File: config.mk
export PLATFORM = sky130hd
export DESIGN_NAME = ws2812_decoder
export DESIGN_NICKNAME = d
export VERILOG_FILES = /design/src/rtl/ws2812_decoder.sv
export SDC_FILE = /design/constraint.sdc
export NUM_CORES = 1
export LEC_CHECK = 0
export CORE_UTILIZATION = 31
export DETAILED_ROUTE_END_ITERATION = 16
export GPL_TIMING_DRIVEN = 0
export PLACE_DENSITY = 0.5
export SYNTH_ARGS = -nofsm -noshare
export SYNTH_HDL_FRONTEND = slang
export SYNTH_SLANG_ARGS = --single-unit
File: constraint.sdc
create_clock -name clk -period 2.7 [get_ports clk]
set_clock_uncertainty 0.1 [all_clocks]
set_input_delay 0.27 -clock clk [delete_from_list [all_inputs] [get_ports clk]]
set_output_delay 0.27 -clock clk [all_outputs]
set_load 0.005 [all_outputs]
File: src/rtl/ws2812_decoder.sv
// rtl/ws2812_decoder.sv - WS2812 GRB pixel-stream decoder with 24-bit word output.
// Optional macro WS2812_DEC_FORWARD_EN: pass the rest of each frame to dout after its first word.
module ws2812_decoder #(
  parameter int T_MIN_HIGH = 8,
  parameter int T_THRESH   = 30,
  parameter int T_MAX_HIGH = 60,
  parameter int T_RESET    = 2500
) (
  input  logic        clk,
  input  logic        rst,
  input  logic        din,
  output logic [23:0] pixel,
  output logic        pixel_valid,
  output logic        frame_done,
  output logic        error,
  output logic        dout
);

  localparam int CW = $clog2(T_RESET + 1);

  typedef enum logic [2:0] {
    WAIT_LATCH,
    IDLE,
    HIGH,
    LOW,
    FORWARD
  } state_t;

  state_t state, next_state;

  logic          din_s1, ds;
  logic [CW-1:0] hi_cnt, lo_cnt;
  logic [4:0]    bit_cnt;
  logic [23:0]   shift;

  logic latch_hit, bit_val;
  logic set_valid, set_error, set_frame, shift_en, clear_bits;

  // Fires exactly once per low stretch: the cycle the low count steps onto T_RESET.
  assign latch_hit = !ds && (lo_cnt == CW'(T_RESET - 1));
  assign bit_val   = (hi_cnt >= CW'(T_THRESH));

  always_ff @(posedge clk) begin
    if (rst) state <= WAIT_LATCH;
    else     state <= next_state;
  end

  always_comb begin
    next_state = state;
    set_valid  = 1'b0;
    set_error  = 1'b0;
    set_frame  = 1'b0;
    shift_en   = 1'b0;
    clear_bits = 1'b0;
    case (state)
      WAIT_LATCH: begin
        if (latch_hit) begin
          set_frame  = 1'b1;
          next_state = IDLE;
        end
      end
      IDLE: begin
        if (ds) next_state = HIGH;
      end
      HIGH: begin
        if (hi_cnt > CW'(T_MAX_HIGH)) begin
          set_error  = 1'b1;
          clear_bits = 1'b1;
          next_state = WAIT_LATCH;
        end else if (!ds) begin
          if (hi_cnt < CW'(T_MIN_HIGH)) begin
            set_error  = 1'b1;
            clear_bits = 1'b1;
            next_state = WAIT_LATCH;
          end else begin
            shift_en   = 1'b1;
            next_state = LOW;
            if (bit_cnt == 5'd23) begin
              set_valid = 1'b1;
`ifdef WS2812_DEC_FORWARD_EN
              next_state = FORWARD;
`endif
            end
          end
        end
      end
      LOW: begin
        if (ds) begin
          next_state = HIGH;
        end else if (latch_hit) begin
          set_frame  = 1'b1;
          set_error  = (bit_cnt != 5'd0);
          clear_bits = 1'b1;
          next_state = IDLE;
        end
      end
`ifdef WS2812_DEC_FORWARD_EN
      FORWARD: begin
        if (latch_hit) begin
          set_frame  = 1'b1;
          next_state = IDLE;
        end
      end
`endif
      default: next_state = WAIT_LATCH;
    endcase
  end

  always_ff @(posedge clk) begin
    if (rst) begin
      din_s1      <= 1'b0;
      ds          <= 1'b0;
      hi_cnt      <= '0;
      lo_cnt      <= '0;
      bit_cnt     <= 5'd0;
      shift       <= 24'd0;
      pixel       <= 24'd0;
      pixel_valid <= 1'b0;
      frame_done  <= 1'b0;
      error       <= 1'b0;
    end else begin
      din_s1 <= din;
      ds     <= din_s1;
      if (ds) begin
        hi_cnt <= (hi_cnt == CW'(T_RESET)) ? hi_cnt : hi_cnt + 1'b1;
        lo_cnt <= '0;
      end else begin
        lo_cnt <= (lo_cnt == CW'(T_RESET)) ? lo_cnt : lo_cnt + 1'b1;
        hi_cnt <= '0;
      end
      pixel_valid <= set_valid;
      frame_done  <= set_frame;
      error       <= set_error;
      if (clear_bits) begin
        bit_cnt <= 5'd0;
      end else if (shift_en) begin
        shift   <= {shift[22:0], bit_val};
        bit_cnt <= (bit_cnt == 5'd23) ? 5'd0 : bit_cnt + 5'd1;
        if (set_valid) pixel <= {shift[22:0], bit_val};
      end
    end
  end

`ifdef WS2812_DEC_FORWARD_EN
  assign dout = (state == FORWARD) && ds;
`else
  assign dout = 1'b0;
`endif

endmodule
==> impl_results.md, run 1 <==
- Startpoint Class: flip-flop
- Max-cap violations: 0
- Largest net degree at the start of global routing: 16
- Layout Nets: 442
- Status: complete, no violations
- RSZ-0062 raised after global routing: false
- Share of layout cells above drive strength 1: 0.06178
- Clock sink total: 84
- Worst skew pair latency: around 0.35 ns
- Synth top area share: 0.4947
- Cell Rows: 37
- Post-cts resize count: 0
- Power Total: between 2000 and 2500 uW
- Total gr overflow: 0
- Core Region: 0.01046 sq mm
- Min Hold Slack: 0.2020 ns
- Fmax: 0.4036 GHz
- Top cells by count, synth: dfxtp_1, nor2_1, nand2_1
- Clock tree buffer depth: 2
- Syn_area_per_cell: 8.672 sq um
- Worst path slowest cell: o311ai_0
- Crit path arrival time: roughly 2.6 ns
- Peak VDD IR: roughly 0.19 mV
- Top FF cell, synth: dfxtp_1
- PortBufs: 28
- Post-synth top area cell: dfxtp_1
- Slew Limit Fails: 0
- Vias in the first global route: 2441
- Die width: between 100 and 150 um
- CP max stage delay: between 0.9 and 1 ns
- Top-count cell post-synth: dfxtp_1
- Worst path required time: 2.80 ns
- EDFF count, synth: 0
- TritonCTS Buffers: 9
- Mapped cell area: 0.003400 sq mm
- YS warnings: 0
- Setup Fix Bufs, Post-CTS: 0
- Setup TNS: 0 ns
- Critical path class: reg2reg
- Asr flop ratio synth: 0
- Hold Vio Cnt, Final: 0
- Initial DRC count: 122
- Tmin final: roughly 2.5 ns
- Ant. Diodes: 0
- Drt wl/cell: ~12 um
- Slew margin rel.: 0.2409
- Routed vias/inst: about 4.7
- Total Wirelength: 6775 um
- CP Max Fanout: 5
- H-Tree Level Count: 3
- Fillers: 1133
- Final setup fails: 0
- Tot GR Track Use: 0.1303
- Post-synthesis sequential area ratio: 0.4947
- Cell variety after synth: 40
- Mapped Cells: 392
- DR pass1 iterations: 6
- PwrDens: 528.5 mW/mm^2
- I/O Pins: 31
- Min-Delay Path Class: in2reg
- Clock root cell: clkbuf_8
- DP HPWL: around 4700 um
- LEAKAGE: 0.001328 uW
- CTS tree: built
- Cts hold-fix bufs: 0
- Crit share post-route: 0.9176
- Reg clk slew, reported paths: 0.09 ns
- DRC Markers: 0
- GP Congestion: 0.7894
- Post-DRT Antenna Nets: 0
- Initial core utilization: 0.3249
- Vias: around 2.7k
- Synth top area cells: dfxtp_1, mux2i_1, nor2_1
- Critical Path Sink Type: flip-flop
- Die H: 106.7 um
- Initial antenna violation count: 0
- Pin slew with the least headroom to its limit: 1.124 ns
- Critical path cell sequence: nor4b_1 -> nand4_1 -> o311ai_0 -> nor3_1
- Die area: 0.01139 sq mm
- FF+latch count, synth: 84
- First-pass GRT wire length: 11640 um
- Area Overhead vs Synth: 18.77%
==> state kept, by name, summed over array words and instances (netlist names) <==
signal	flops
pixel	24
pixel_valid	1
frame_done	1
din_s1	1
bit_cnt	5
ds	1
hi_cnt	12
lo_cnt	12
shift	23
error	1
state	3
==> area by class of cell <==
cell class / instances / area [sq um] / area share
repair buffers: 28 / 280.3 / 0.06941
well taps: 136 / 170.2 / 0.04214
plain buffers: 20 / 93.84 / 0.02324
flip-flops and latches: 84 / 1682 / 0.4165
clock buffers: 10 / 137.6 / 0.03409
multi-input cells: 279 / 1590 / 0.3939
inverters: 10 / 37.54 / 0.009297
clock inverters: 6 / 46.29 / 0.01147
==> layer usage <==
layer,share of wire,routed length (um),track usage
met4,0.022,148,0.07632
met2,0.43,2903,0.1880
met1,0.52,3522,0.1787
met5,0,0,0
met3,0.030,200,0.02614
==> layout by cell type, fill, tap and decap left out, types with 2 or more instances in the layout <==
master	instances
xnor2_1	7
nand2_1	60
nor2_1	62
inv_6	3
or2_2	2
xor2_1	14
clkbuf_8	10
nor4_1	3
ha_1	7
a21oi_1	30
clkbuf_1	13
o21bai_1	2
a211oi_1	3
and3_1	5
nor3b_1	2
clkinvlp_4	2
nand4_1	7
nand2b_1	2
or3_1	3
mux2i_1	24
nor3_1	7
nor2b_1	3
inv_1	10
nand3_1	13
dfxtp_1	84
buf_2	3
clkdlybuf4s50_1	28
conb_1	2
o21ai_0	7
buf_4	4
==> worst max-delay path, delay by kind of cell (launching register included) <==
kind | cells | cell delay, ns
compound gates | 1 | 0.97
simple gates | 3 | 0.91
flops | 1 | 0.34
==> cell families after synthesis <==
group | share of synthesized area
simple gates | 0.2322
flops | 0.4947
compound gates | 0.08281
buf+inv | 0.03865
mux | 0.07067
xor+xnor | 0.05410
fa+ha+maj | 0.02576
other cells | 0.001103
==> power by group <==
| group | switching (uW) | total, uW | internal [uW] |
|---|---|---|---|
| clock | 472 | 839 | 367 |
| combinational | 30.5 | 44.6 | 14.1 |
| sequential | 6.47 | 1250 | 1240 |
| total | 509 | 2130 | 1630 |
==> stage by stage <==
stage	utilization	cell area, sq um	std cells	setup slack (ns)
after detailed placement	0.3683	3854	557	0.1210
after CTS	0.3859	4038	573	0.1376
final	0.3859	4038	573	0.2225
after global placement	0.3683	3854	557	0.2751
after global routing	0.3859	4038	573	0.07274
after floorplan	-	3403	393	0.7679
==> path summary, 6_finish.rpt <==
kind / start / to / slack (ns) / cells after the start
worst max-delay path: lo_cnt[5] / bit_cnt[0] / 0.22 / 4
worst min-delay path: rst / din_s1 / 0.20 / 2
worst max register to register: lo_cnt[5] / bit_cnt[0] / 0.22 / 4
worst min register to register: din_s1 / ds / 0.34 / 1
No activity file was read; power rests on OpenSTA's default activity.
==> run 2, diff against run 1 <==
SLEW_MARGIN = 25   (was unset)
==> impl_results.md, run 2 (synthesis results as in run 1) <==
- Status: complete, no violations (unchanged)
- Crit path arrival time: 2.52 ns (was 2.57 ns)
- Die width: 106.7 um (unchanged)
- I/O Pins: 31 (unchanged)
- Hold EP: din_s1 (unchanged)
- Largest Register: pixel (unchanged)
- Commonest non-fill, non-tap cell in the layout: dfxtp_1 (unchanged)
- Layout Nets: 442 (unchanged)
- Largest regs: pixel x24, shift x23 (unchanged)
- Internal reg-to-reg setup slack: 0.37 ns (was 0.22 ns)
- Crit path from: hi_cnt[6] (was lo_cnt[5])
- HP Start: rst (unchanged)
- CP dominant cell by count: nand2_1
- Slew margin rel.: 0.4869 (was 0.2409)
- Area Overhead vs Synth: 18.77% (unchanged)
- Pin slew with the least headroom to its limit: 0.7577 ns (was 1.124 ns)
- Critical path buffer and inverter count: 1 (was 0)
- Initial core utilization: 0.3249 (unchanged)
- Drt wl/cell: 11.83 um (was 11.82 um)
- Worst r2r src: hi_cnt[6] (was lo_cnt[5])
- Core Region: 0.01046 sq mm (unchanged)
- Die H: 106.7 um (unchanged)
- Worst setup margin: 0.3695 ns (was 0.2225 ns)
- R2R depth: 6 (was 4)
- Critical path class: reg2reg (unchanged)
- DRC Markers: 0 (unchanged)
- Cts hold-fix bufs: 0 (unchanged)
- Crit share post-route: 0.8631 (was 0.9176)
- RR Endpoint: shift[16] (was bit_cnt[0])
- Reg clk slew, reported paths: 0.09 ns (about the same)
- Cell Rows: 37 (unchanged)
- DP HPWL: 4696 um (about the same)
- Clock sink total: 84 (unchanged)
- Post-cts resize count: 0 (unchanged)
- Fmax: 0.4291 GHz (was 0.4036 GHz)
- Worst path slowest cell: nor3_2 (was o311ai_0)
- Post-DRT Antenna Nets: 0 (unchanged)
- Vias: 2677 (was 2674)
- RSZ-0062 raised after global routing: false (unchanged)
- Hold Vio Cnt, Final: 0 (unchanged)
- Initial DRC count: 136 (was 122)
- DP Worst Slack: 0.3070 ns (was 0.1210 ns)
- GP Congestion: 0.7894 (unchanged)
- Clock root cell: clkbuf_8 (unchanged)
- Share of layout cells above drive strength 1: 0.06178 (unchanged)
- Peak VDD IR: 0.1870 mV (about the same)
- CP Max Fanout: 10 (was 5)
- Clock tree buffer depth: 2 (unchanged)
- Top Family by Delay on Critical Path: simple AND/OR/NAND/NOR gates (was compound AO/OA/AOI/OAI gates)
- Multi-input logic area: 0.001590 sq mm (unchanged)
- First-pass GRT wire length: 11640 um (unchanged)
- Setup TNS: 0 ns (unchanged)
- Placed Area: 0.003854 sq mm (unchanged)
- Worst skew pair latency: 0.35 ns (about the same)
- Hold Path Depth: 2 (unchanged)
- Tot GR Track Use: 0.1303 (unchanged)
- Cell area after layout: 0.004038 sq mm (unchanged)
- Most frequent cells in the layout: dfxtp_1, nor2_1, nand2_1 (unchanged)
- Largest register FFs: 24 (unchanged)
- Initial antenna violation count: 0 (unchanged)
- Critical Path Sink Type: flip-flop (unchanged)
- Worst path required time: 2.89 ns (was 2.80 ns)
- Startpoint Class: flip-flop (unchanged)
- Min-Delay Path Class: in2reg (unchanged)
- DR pass1 iterations: 6 (unchanged)
- PwrDens: 528.5 mW/mm^2 (about the same)
- Fillers: 1133 (unchanged)
- Die area: 0.01139 sq mm (unchanged)
- Routed vias/inst: 4.672 (was 4.667)
- Ant. Diodes: 0 (unchanged)
- CTS tree: built (unchanged)
- Total gr overflow: 0 (unchanged)
- Slew Limit Fails: 0 (unchanged)
- Largest net degree at the start of global routing: 16 (unchanged)
- PortBufs: 28 (unchanged)
- Max-cap violations: 0 (unchanged)
- Final setup fails: 0 (unchanged)
- LEAKAGE: 0.001328 uW (about the same)
- TritonCTS Buffers: 9 (unchanged)
- CP max stage delay: 0.57 ns (was 0.97 ns)
- Tmin final: 2.331 ns (was 2.478 ns)
- FF/Latch Area: 0.001682 sq mm (unchanged)
- Vias in the first global route: 2441 (unchanged)
- H-Tree Level Count: 3 (unchanged)
- Setup Fix Bufs, Post-CTS: 0 (unchanged)
- Critical path cell sequence: nor4_1 -> nand2_1 -> nor3_2 -> clkbuf_1 -> nand2_1 -> a21oi_1 (was nor4b_1 -> nand4_1 -> o311ai_0 -> nor3_1)
- Total Wirelength: 6779 um (was 6775 um)
-- run 2: cell counts in the layout (fill, tap and decap cells not counted) --
No cell type changed its count.
-- run 2: worst max-delay path by stage --
stage                        to  slack [ns]  cells after the start
CTS                 pixel_valid        0.29                      6
global route          shift[20]        0.11                      6
floorplan            bit_cnt[4]        0.77                      6
detailed placement  pixel_valid        0.31                      6
finish                shift[16]        0.37                      6
global placement     bit_cnt[0]        0.28                      4
-- run 2: worst register-to-register path, delay by kind of cell (launching register included) --
family	cells	cell delay, ns
AND/OR/NAND/NOR	4	1.25
buffers and inverters	1	0.44
flip-flops	1	0.35
AO/OA/AOI/OAI	1	0.14
-- run 2: where the power goes --
part / internal [uW] / switching, uW
clock: 367 / 472
sequential: 1240 / 6.47
combinational: 14.2 / 30.5
-- run 2: per-stage QoR --
step	total power [uW]	cells	hold slack (ns)	utilization
final	2134	573	0.2020	0.3859
after global routing	2239	573	0.2226	0.3859
after CTS	2173	573	0.2076	0.3859
after detailed placement	1326	557	0.3272	0.3683
after global placement	1325	557	0.3204	0.3683
after floorplan	1310	393	0.2982	-
-- run 2: metal layers --
layer	part of all wire	GRT usage	routed length [um]
met3	0.033	0.02614	226
met1	0.51	0.1787	3491
met5	0	0	0
met2	0.43	0.1880	2912
met4	0.022	0.07632	148
-- run 2: cell type report --
| cell class | instances | area share |
|---|---|---|
| clock inverter | 6 | 0.01147 |
| inverter | 10 | 0.009297 |
| clock buffer | 10 | 0.03409 |
| sequential | 84 | 0.4165 |
| timing repair buffer | 28 | 0.06941 |
| multi-input combinational | 279 | 0.3939 |
| tap | 136 | 0.04214 |
| buffer | 20 | 0.02324 |
